--- config.mk ---
export PLATFORM = sky130hd
export DESIGN_NAME = program_loader
export DESIGN_NICKNAME = d
export VERILOG_FILES = /design/src/rtl/program_loader.sv
export SDC_FILE = /design/constraint.sdc
export NUM_CORES = 1
export LEC_CHECK = 0
export BUFFER_PORTS_ARGS = -buffer_cell sky130_fd_sc_hd__buf_4
export CAP_MARGIN = 0
export CORE_MARGIN = 3
export CORE_UTILIZATION = 55
export CTS_BUF_LIST = sky130_fd_sc_hd__clkbuf_2
export CTS_CLUSTER_SIZE = 20
export DETAILED_ROUTE_END_ITERATION = 6
export PLACE_DENSITY = 0.78
export SYNTH_ARGS = -nofsm -noshare
export SYNTH_HDL_FRONTEND = slang
export SYNTH_SLANG_ARGS = --single-unit
--- constraint.sdc ---
create_clock -name clk -period 3.09 [get_ports clk]
set_clock_uncertainty 0.1 [all_clocks]
set_input_delay 0 -clock clk [delete_from_list [all_inputs] [get_ports clk]]
set_output_delay 0 -clock clk [all_outputs]
set_load 0.01 [all_outputs]
--- src/rtl/program_loader.sv ---
// Boot-time program loader: receives a framed byte stream (length, bytes, checksum),
// writes it into program memory, optionally reads it back, then launches the computer.
//
//  state  | meaning
//  -------+------------------------------------------------------------
//  IDLE   | waiting for load_req (or one latched during FIN/ERROR)
//  LEN    | accept length byte (0 means 256)
//  DATA   | accept next program byte
//  WRITE  | drive CS/WE/data_oe for WE_CYCLES clocks
//  CHK    | accept checksum byte and test it
//  VREAD  | read back every byte, READ_LAT clocks each
//  START  | raise turn_ON
//  PULSE  | one-cycle trigger
//  FIN    | done=1, busy=0
//  ERROR  | error code held, busy=0, turn_ON=0
module program_loader #(
   parameter int WE_CYCLES = 2,
   parameter int READ_LAT  = 1,
   parameter bit VERIFY    = 1'b1,
   parameter int TIMEOUT   = 1000
) (
   input  logic       clk,
   input  logic       master_reset_n,
   input  logic       load_req,
   input  logic [7:0] in_data,
   input  logic       in_valid,
   output logic       in_ready,
   output logic [7:0] Address,
   output logic [7:0] data_out,
   output logic       data_oe,
   input  logic [7:0] data_in,
   output logic       CS,
   output logic       WE,
   output logic       OE,
   output logic       turn_ON,
   output logic       trigger,
   output logic       busy,
   output logic       done,
   output logic [1:0] error
);

   localparam int TW = (TIMEOUT < 2) ? 1 : $clog2(TIMEOUT + 1);

   typedef enum logic [3:0] {
      S_IDLE, S_LEN, S_DATA, S_WRITE, S_CHK, S_VREAD, S_START, S_PULSE, S_FIN, S_ERROR
   } state_t;

   state_t        state_q, state_d;
   logic [8:0]    addr_q, addr_d;
   logic [8:0]    n_q, n_d;
   logic [7:0]    wsum_q, wsum_d;
   logic [7:0]    vsum_q, vsum_d;
   logic [2:0]    ph_q, ph_d;
   logic [TW-1:0] to_q, to_d;
   logic [7:0]    aout_q, aout_d;
   logic [7:0]    dout_q, dout_d;
   logic          ton_q, ton_d;
   logic          busy_q, busy_d;
   logic          done_q, done_d;
   logic [1:0]    err_q, err_d;
   logic          pend_q, pend_d;
   logic          accept, timed_out;

   assign in_ready = (state_q == S_LEN) || (state_q == S_DATA) || (state_q == S_CHK);
   assign accept   = in_ready && in_valid;
   assign WE       = (state_q == S_WRITE);
   assign data_oe  = (state_q == S_WRITE);
   assign OE       = (state_q == S_VREAD);
   assign CS       = WE || OE;
   assign trigger  = (state_q == S_PULSE);
   assign Address  = aout_q;
   assign data_out = dout_q;
   assign turn_ON  = ton_q;
   assign busy     = busy_q;
   assign done     = done_q;
   assign error    = err_q;

   always_comb begin
      state_d   = state_q;
      addr_d    = addr_q;
      n_d       = n_q;
      wsum_d    = wsum_q;
      vsum_d    = vsum_q;
      ph_d      = ph_q;
      to_d      = to_q;
      aout_d    = aout_q;
      dout_d    = dout_q;
      ton_d     = ton_q;
      busy_d    = busy_q;
      done_d    = done_q;
      err_d     = err_q;
      pend_d    = pend_q;
      timed_out = 1'b0;

      // Idle-wait counter only runs while the loader is asking for a byte.
      if (in_ready) begin
         if (accept) begin
            to_d = '0;
         end else if (TIMEOUT != 0) begin
            if (to_q == TW'(TIMEOUT - 1)) timed_out = 1'b1;
            else                          to_d = to_q + 1'b1;
         end
      end

      case (state_q)
         S_IDLE: begin
            if (load_req || pend_q) begin
               state_d = S_LEN;
               pend_d  = 1'b0;
               ton_d   = 1'b0;
               done_d  = 1'b0;
               err_d   = 2'b00;
               busy_d  = 1'b1;
               wsum_d  = '0;
               addr_d  = '0;
               to_d    = '0;
            end
         end
         S_LEN: begin
            if (accept) begin
               n_d     = (in_data == 8'd0) ? 9'd256 : {1'b0, in_data};
               state_d = S_DATA;
            end
         end
         S_DATA: begin
            if (accept) begin
               dout_d  = in_data;
               aout_d  = addr_q[7:0];
               wsum_d  = wsum_q + in_data;
               ph_d    = '0;
               state_d = S_WRITE;
            end
         end
         S_WRITE: begin
            if (ph_q == 3'(WE_CYCLES - 1)) begin
               ph_d    = '0;
               addr_d  = addr_q + 9'd1;
               state_d = (addr_d == n_q) ? S_CHK : S_DATA;
            end else begin
               ph_d = ph_q + 3'd1;
            end
         end
         S_CHK: begin
            if (accept) begin
               if (8'(wsum_q + in_data) != 8'd0) begin
                  state_d = S_ERROR;
                  err_d   = 2'b01;
               end else if (VERIFY) begin
                  state_d = S_VREAD;
                  addr_d  = '0;
                  aout_d  = '0;
                  vsum_d  = '0;
                  ph_d    = '0;
               end else begin
                  state_d = S_START;
               end
            end
         end
         S_VREAD: begin
            if (ph_q == 3'(READ_LAT - 1)) begin
               ph_d   = '0;
               vsum_d = vsum_q + data_in;
               addr_d = addr_q + 9'd1;
               aout_d = addr_d[7:0];
               if (addr_d == n_q) begin
                  if (vsum_d != wsum_q) begin
                     state_d = S_ERROR;
                     err_d   = 2'b10;
                  end else begin
                     state_d = S_START;
                  end
               end
            end else begin
               ph_d = ph_q + 3'd1;
            end
         end
         S_START: begin
            ton_d   = 1'b1;
            state_d = S_PULSE;
         end
         S_PULSE: begin
            done_d  = 1'b1;
            busy_d  = 1'b0;
            state_d = S_FIN;
         end
         S_FIN, S_ERROR: begin
            pend_d  = load_req;
            state_d = S_IDLE;
         end
         default: state_d = S_IDLE;
      endcase

      if (timed_out && !accept) begin
         state_d = S_ERROR;
         err_d   = 2'b11;
      end
      if (state_d == S_ERROR && state_q != S_ERROR) begin
         busy_d = 1'b0;
         ton_d  = 1'b0;
      end
   end

   always_ff @(posedge clk or negedge master_reset_n) begin
      if (!master_reset_n) begin
         state_q <= S_IDLE;
         addr_q  <= '0;
         n_q     <= '0;
         wsum_q  <= '0;
         vsum_q  <= '0;
         ph_q    <= '0;
         to_q    <= '0;
         aout_q  <= '0;
         dout_q  <= '0;
         ton_q   <= 1'b0;
         busy_q  <= 1'b0;
         done_q  <= 1'b0;
         err_q   <= 2'b00;
         pend_q  <= 1'b0;
      end else begin
         state_q <= state_d;
         addr_q  <= addr_d;
         n_q     <= n_d;
         wsum_q  <= wsum_d;
         vsum_q  <= vsum_d;
         ph_q    <= ph_d;
         to_q    <= to_d;
         aout_q  <= aout_d;
         dout_q  <= dout_d;
         ton_q   <= ton_d;
         busy_q  <= busy_d;
         done_q  <= done_d;
         err_q   <= err_d;
         pend_q  <= pend_d;
      end
   end

endmodule

; Word-level counts from Yosys, hierarchy flattened
; Index checks and enable logic that the tools add are counted.
[totals]
out_inout_bits = 27
input_bits = 20
register_bits = 73
[classes]
mux = 59
eq_ne = 28
n_addsub = 5
reduce_logical = 35
[op_table]
columns = cell, n
row1 = $mux W8, 7
row2 = $mux W9, 6
row3 = $mux W10, 5
row4 = $mux W4, 10
row5 = $pmux W9 S4, 1
row6 = $pmux W4 S8, 1
row7 = $pmux W8 S2, 2
row8 = $pmux W8 S3, 1
row9 = $mux W3, 6
row10 = $add A8 B8 Y8, 2
row11 = $eq A4 B3 Y1 const B, 4
row12 = $mux W2, 7
row13 = $eq A4 B4 Y1 const B, 3
row14 = $ne A3 B1 Y1 const B, 4
row15 = $pmux W3 S4, 1
row16 = $reduce_and A2 Y1, 6
row17 = $reduce_bool A4 Y1, 3
row18 = $add A10 B1 Y10 const B, 1
row19 = $eq A10 B10 Y1 const B, 1
row20 = $add A9 B1 Y9 const B, 1
row21 = $eq A9 B9 Y1, 1
row22 = $reduce_bool A3 Y1, 3
row23 = $eq A4 B2 Y1 const B, 2
row24 = $logic_not A8 Y1, 1
row25 = other kinds (25), 48

; Logic depth before layout (Yosys ltp)
; Gate-level depths: netlist of run 1.
[logic_depth]
word_depth = 12
ltp_mapped = 10
depth_no_buf = 9

; Worst setup path after synthesis of run 1
; OpenSTA, ideal clock, no wires.
[synth_timing]
path_kind = register to register
from = register vsum_q[0]
to = register err_q[1] (netlist: error[1])
setup_slack_ns = 0.139
setup_time_ns = 0.131
synth_period_minus_slack_ns = 2.951
t_arrival_ns = 2.719
stages_incl_launch_ff = 10
cell_sequence = dfrtp_1 > ha_1 > fa_1 > xor2_1 > a2111oi_2 > o311ai_1 > a2111oi_4 > nand4_2 > and3_4 > or3_1
[synth_between]
elab_chain_cells = 4
[synth_rtl]
columns = item, line_no
row1 = from (decl), 52  ; logic [7:0] vsum_q, vsum_d;
row2 = from (signal assigned), 224  ; vsum_q <= vsum_d;
row3 = $add A8 B8 Y8, 162  ; vsum_d = vsum_q + data_in;
row4 = $ne A8 B8 Y1, 166  ; if (vsum_d != wsum_q) begin
row5 = $ne A3 B1 Y1 (no source line), n/a
row6 = $reduce_and A7 Y1 (no source line), n/a
row7 = to (signal assigned), 232  ; err_q <= err_d;
row8 = to (decl), 60  ; logic [1:0] err_q, err_d;
; Every way passes these cells.
; A chain may end at the register's enable or synchronous reset.

; Worst setup path after layout of run 1
[layout_timing]
from = register wsum_q[0]
to = register aout_q[3] (netlist: Address[3])
[layout_between]
elab_chain_cells = 4
[layout_rtl]
columns = item, line_no
row1 = from (decl), 51  ; logic [7:0] wsum_q, wsum_d;
row2 = from (signal assigned), 223  ; wsum_q <= wsum_d;
row3 = $add A8 B8 Y8, 145  ; if (8'(wsum_q + in_data) != 8'd0) begin
row4 = $reduce_bool A8 Y1, 145
row5 = $ne A2 B2 Y1 (no source line), n/a
row6 = $reduce_and A5 Y1 (no source line), n/a
row7 = to (signal assigned), 227  ; aout_q <= aout_d;
row8 = to (decl), 55  ; logic [7:0] aout_q, aout_d;
; Every way passes these cells.

==> results_dict.tcl, run 1 <==
set metrics [dict create \
    drive_above_1_share 0.208 \
    netlist_instances 525 \
    rsz0062_at_grt "yes" \
    synth-edff-count 0 \
    end_kind "flop" \
    die_h_microns 99.0 \
    hold_violations 0 \
    period_needed_ns 2.98 \
    drv_slew 0 \
    muxShareOfSynthArea 0.0534 \
    clockRootBuffer "clkbuf_2" \
    synth_compound_area_frac 0.189 \
    ios 47 \
    fin_crit_sh 0.965 \
    yosys.area_share.adder 0.0584 \
    cp.required_ns 3.40 \
    place.port_buffers 46 \
    synth_xor_area_frac 0.0773 \
    fin_nets 639 \
    cts.sinks 73 \
    path_max_fanout 8 \
    pre_cts_ws_ns -0.0654 \
    synth_area_leaders "dfrtp_1 (38%), nand2_1 (5.8%), ha_1 (5.0%), o21ai_0 (4.4%), xor2_1 (4.2%)" \
    fmax_ghz 0.336 \
    die_area_sq_mm 0.00980 \
    setup-tns-final_ns 0 \
    cts_buffers 9 \
    first_iter_violations 198 \
    grt_max_degree 74 \
    leakage_uw 0.00261 \
    worstMarginPinSlew_ns 1.01 \
    final_antenna_net_count 0 \
    synth_top_family_by_area "simple AND/OR/NAND/NOR gates" \
    mappedNetlistArea_sq_mm 0.00476 \
    hp-class "in2async" \
    chipWidth_microns 99.0 \
    grt_pass1_vias 4196 \
    gp_congestion 0.915 \
    via_per_inst 6.02 \
    wl_per_cell_microns 17.1 \
    status "complete, no violations" \
    h-tree-depth 3 \
    dr_total_vias 4254 \
    maxCapViolations 0 \
    ys.flop_type "dfrtp_1" \
    area_growth_pct 19.5 \
    power_density_mw_per_mm2 780 \
    synthArstFlopShare 1.00 \
    setup_viol 0 \
    ys_seq_elements 73 \
    worstSetupPathType "reg2reg" \
    arrival_ns 3.29 \
    placeableCoreArea_sq_mm 0.00830 \
    clk_latency_ns 0.51 \
    cts_tree "done" \
    grt.overflow.total 0 \
    drt_pass1_iterations 5 \
    synth_top_area_share 0.384 \
    ys_types 69 \
    synthSimpleGateAreaFrac 0.199 \
    start_util 0.573 \
    fill_cells 649 \
    yosys-top-cells-count "dfrtp_1 (73), nand2_1 (73), nor2_1 (47)" \
    wirelength_mm 12.1 \
    worst_hold_slack_ns 0.0427 \
    synth_top_area_cell "dfrtp_1" \
    syn_area_per_cell_sq_um 9.06 \
    multiInputGateArea_sq_mm 0.00287 \
    regArea_sq_mm 0.00183 \
    fin_ws_ns 0.110 \
    cts_buffer_depth 2 \
    grt_usage 0.254 \
    ys_warn_count 0 \
    num_rows 33 \
    antenna_found_initial 0 \
    synth_nets 566 \
    drc 0 \
    dpl.hpwl_mm 8.40 \
    start_kind "flop" \
    ir_worst_vdd_mv 0.472 \
    synth-seq-area-share 0.384 \
    clk_pin_slew_worst_paths_ns 0.18 \
    grt_pass1_wl_mm 20.2 \
    slew_headroom 0.322 \
    antenna_cells 0 \
]
==> layout by cell type, fill, tap and decap left out, types with 3 or more instances in the layout <==
cell type / n
ha_1: 18
nor2b_1: 6
nand2_1: 73
o21ai_0: 42
nand2b_1: 7
nor4_1: 5
nand3_1: 9
mux2i_1: 4
a31oi_1: 3
a22o_1: 6
and2_1: 4
dlygate4sd3_1: 19
o31ai_1: 8
buf_4: 66
nand4_1: 5
clkbuf_2: 10
mux2_4: 8
or3_1: 5
a21o_1: 4
nor3b_1: 4
mux2_2: 10
o22ai_1: 7
inv_1: 13
xnor2_1: 18
o41ai_2: 3
nor3_1: 11
a21oi_1: 23
a211oi_1: 5
xor2_1: 22
nor2_1: 47
dfrtp_1: 73
o41ai_1: 4
and3_1: 4
==> layer usage <==
| metal | track usage | wire length (microns) | part of all wire |
|---|---|---|---|
| met3 | 0.0467 | 696 | 0.058 |
| met4 | 0.107 | 211 | 0.018 |
| met1 | 0.336 | 5330 | 0.44 |
| met5 | 0 | 0 | 0 |
| met2 | 0.408 | 5820 | 0.48 |
==> final timing paths <==
path	end	slack, ns	cells after the start	from
max in group asynchronous	vsum_q[3]	2.23	2	master_reset_n
hold / removal	Address[7]	0.04	2	master_reset_n
min in group clk	data_out[3]	0.17	4	in_data[3]
setup / recovery	Address[3]	0.11	10	wsum_q[0]
hold reg to reg	data_out[2]	0.41	2	data_out[2]
setup reg to reg	Address[3]	0.11	10	wsum_q[0]
==> registers in the layout, indices dropped and copies added, names as in the netlist <==
name      cells
pend_q        1
done          1
vsum_q        8
to_q         10
state_q       4
ph_q          3
addr_q        9
n_q           9
data_out      8
error         2
turn_ON       1
busy          1
wsum_q        8
Address       8
==> what timing repair did <==
action | CTS | global route
resized for setup | 2 | 22
pin swaps | 4 | 8
endpoints found under the setup margin | 15 | 25
hold buffers | 19 | 0
endpoints found under the hold margin | 114 | 0
setup buffers | 1 | 4
==> metrics by stage <==
step / std cells / total power (uW) / util / area (sq um)
3_3_place_gp: 668 / 3620 / 0.631 / 5240
5_1_grt: 707 / 4780 / 0.685 / 5680
3_5_place_dp: 668 / 3710 / 0.631 / 5240
4_1_cts: 703 / 4260 / 0.668 / 5540
6_report: 707 / 4430 / 0.685 / 5680
2_1_floorplan: 525 / 3010 / - / 4760
==> cell families (layout without fill, tap and decap cells) <==
| kind of cell | after synthesis | after routing |
|---|---|---|
| multiplexers | 23 | 23 |
| flip-flops | 73 | 73 |
| AO/OA/AOI/OAI | 133 | 133 |
| adder cells (fa/ha/maj) | 21 | 21 |
| buffers and inverters | 39 | 116 |
| XOR/XNOR | 42 | 42 |
| AND/OR/NAND/NOR | 194 | 194 |
==> critical path, stage by stage (launching register included) <==
cell	delay (ns)
dfrtp_1	0.45
ha_4	0.18
fa_2	0.40
a211oi_2	0.27
o21bai_1	0.11
a21oi_1	0.25
xor2_2	0.28
a41oi_4	0.18
nor3_4	0.22
buf_12	0.16
mux2_4	0.30
==> cell type report <==
type	instances	share of cell area
Clock buffer	10	0.00880
Clock inverter	5	0.00836
Inverter	15	0.00991
Multi-Input combinational cell	413	0.504
Sequential cell	73	0.321
Tap cell	105	0.0231
Timing Repair Buffer	86	0.124
==> where the power goes <==
group          switching [uW]  internal [uW]
combinational            1330           1090
clock                     324            178
sequential                287           1220
Note: power is estimated with default switching activity, not from simulation.
==> inputs of run 2 (changes only) <==
--- a/config.mk
+++ b/config.mk
@@ -8,11 +8,11 @@
 export BUFFER_PORTS_ARGS = -buffer_cell sky130_fd_sc_hd__buf_4
 export CAP_MARGIN = 0
 export CORE_MARGIN = 3
-export CORE_UTILIZATION = 55
+export CORE_UTILIZATION = 23
 export CTS_BUF_LIST = sky130_fd_sc_hd__clkbuf_2
 export CTS_CLUSTER_SIZE = 20
 export DETAILED_ROUTE_END_ITERATION = 6
-export PLACE_DENSITY = 0.78
+export PLACE_DENSITY = 0.41
 export SYNTH_ARGS = -nofsm -noshare
 export SYNTH_HDL_FRONTEND = slang
 export SYNTH_SLANG_ARGS = --single-unit
==> run 2 against run 1 <==
Register-to-register slack got worse by 0.06 ns. Utilization fell by 38 points. Sequential power barely moved. Global-route usage fell by 13 points. Non-clock buffer count rose by 8. Critical path depth rose by 1. Routed wire length rose by 14%. Cell count rose by 24%. Clock power rose by 45%.
==> results_dict.tcl, run 2 (synthesized netlist as in run 1, its figures left out) <==
set metrics [dict create \
    grt.overflow.total 0 \
    grt_pass1_wl_mm 22.0 \
    drc 0 \
    end_kind "flop" \
    num_rows 51 \
    top_regs "to_q (10), addr_q (9), n_q (9)" \
    combPwrFrac 0.519 \
    fmax_ghz 0.329 \
    clkPwrFrac 0.155 \
    path_max_fanout 8 \
    drt_pass1_iterations 5 \
    power_density_mw_per_mm2 776 \
    maxCapViolations 0 \
    dr_total_vias 4179 \
    placeableCoreArea_sq_mm 0.0199 \
    pre_cts_ws_ns -0.000598 \
    dpl.hpwl_mm 9.98 \
    setup-tns-final_ns 0 \
    area_growth_pct 27.6 \
    hp-class "in2async" \
    clk_latency_ns 0.57 \
    largest_register_ffs 10 \
    status "complete, no violations" \
    hold_violations 0 \
    seqPwrFrac 0.326 \
    switchingPower_uw 2020 \
    antenna_found_initial 1 \
    cts_buffers 9 \
    layout_common_cells "dfrtp_1 (73), nand2_1 (73), buf_4 (73)" \
    grt_max_degree 74 \
    chipWidth_microns 150 \
    wirelength_mm 13.7 \
    die_area_sq_mm 0.0224 \
    reg2reg_slack_ns 0.05 \
    slew_headroom 0.348 \
    gp_congestion 0.835 \
    clockRootBuffer "clkbuf_2" \
    fin_nets 647 \
    place_inst 837 \
    fin_crit_sh 0.983 \
    reg2reg_from "wsum_q[0]" \
    final_cell_count_no_fill 877 \
    wl_per_cell_microns 15.6 \
    grt_pass1_vias 3948 \
    rsz0062_at_grt "yes" \
    worstSetupPathType "reg2reg" \
    cts_tree "done" \
    leakage_uw 0.00270 \
    fin_ws_ns 0.0532 \
    worst_hold_slack_ns 0.00653 \
    cts_buffer_depth 2 \
    ios 47 \
    rr_worst_depth 11 \
    period_needed_ns 3.04 \
    arrival_ns 3.41 \
    grt_usage 0.125 \
    setup_viol 0 \
    largest-register "to_q" \
    drv_slew 0 \
    intPower_uw 2690 \
    first_iter_violations 230 \
    p_sw_frac 0.428 \
    h-tree-depth 3 \
    via_per_inst 4.77 \
    start_kind "flop" \
    fill_cells 2131 \
    clk_pin_slew_worst_paths_ns 0.23 \
    cp.required_ns 3.46 \
    cts.sinks 73 \
    ir_worst_vdd_mv 0.302 \
    crit-reg2reg-capture "Address[5]" \
    place.port_buffers 46 \
    start_util 0.239 \
    drive_above_1_share 0.236 \
    die_h_microns 150 \
    worstMarginPinSlew_ns 0.978 \
    final_antenna_net_count 0 \
]
-- run 2: area by class of cell --
class,count,area [sq um],area share
timing repair buffer,94,769,0.127
sequential,73,1830,0.301
tap,265,332,0.0546
inverter,15,56.3,0.00928
multi-input combinational,413,2920,0.482
antenna,1,2.50,0.000412
clock inverter,5,104,0.0171
clock buffer,11,55.1,0.00907
-- run 2: worst max path at each step --
| stage | startpoint | endpoint | slack [ns] | depth (start not counted) |
|---|---|---|---|---|
| final | wsum_q[0] | Address[5] | 0.05 | 11 |
| after floorplan | vsum_q[0] | error[1] | 0.14 | 9 |
| after detailed placement | wsum_q[0] | Address[0] | -0.0006 | 11 |
| after CTS | wsum_q[0] | Address[7] | 0.03 | 11 |
| after global routing | wsum_q[0] | Address[2] | -0.13 | 11 |
| after global placement | wsum_q[0] | Address[7] | 0.06 | 11 |
-- run 2: worst max-delay path, cell delays in order, from the launching register on --
cell	delay [ns]
dfrtp_1	0.46
ha_4	0.18
fa_2	0.39
a211oi_2	0.28
nor2_1	0.09
xor2_1	0.18
nor4_2	0.30
buf_4	0.18
a41oi_4	0.10
nor3_4	0.24
buf_12	0.17
mux2_4	0.30
-- run 2: power by group through the flow --
stage / clock network [uW] / logic, uW / registers [uW]
6_report: 731 / 2440 / 1540
5_1_grt: 807 / 2750 / 1580
4_1_cts: 771 / 2300 / 1530
3_5_place_dp: 0 / 2250 / 1550
3_3_place_gp: 0 / 2240 / 1550
2_1_floorplan: 0 / 1550 / 1460
-- run 2: through the flow --
step	instance area (sq um)	util	power, uW
6_report	6070	0.305	4710
5_1_grt	6070	0.305	5140
4_1_cts	5870	0.295	4600
3_5_place_dp	5500	0.276	3810
3_3_place_gp	5500	0.276	3780
2_1_floorplan	4760	-	3010
-- run 2: routing by layer --
metal,vias to the layer above,share of wire,GRT usage
met5,-,0,0
met4,0,0.022,0.0499
met3,15,0.031,0.0203
met2,68,0.45,0.191
met1,2035,0.50,0.177
li1,2061,-,-
-- run 2: repair_timing --
| item | in CTS | in global routing |
|---|---|---|
| hold endpoints to repair | 119 | 0 |
| setup endpoints to repair | 9 | 33 |
| setup buffers | 0 | 4 |
| gates resized for setup | 2 | 31 |
| hold buffers | 19 | 0 |
| pin swaps | 4 | 10 |
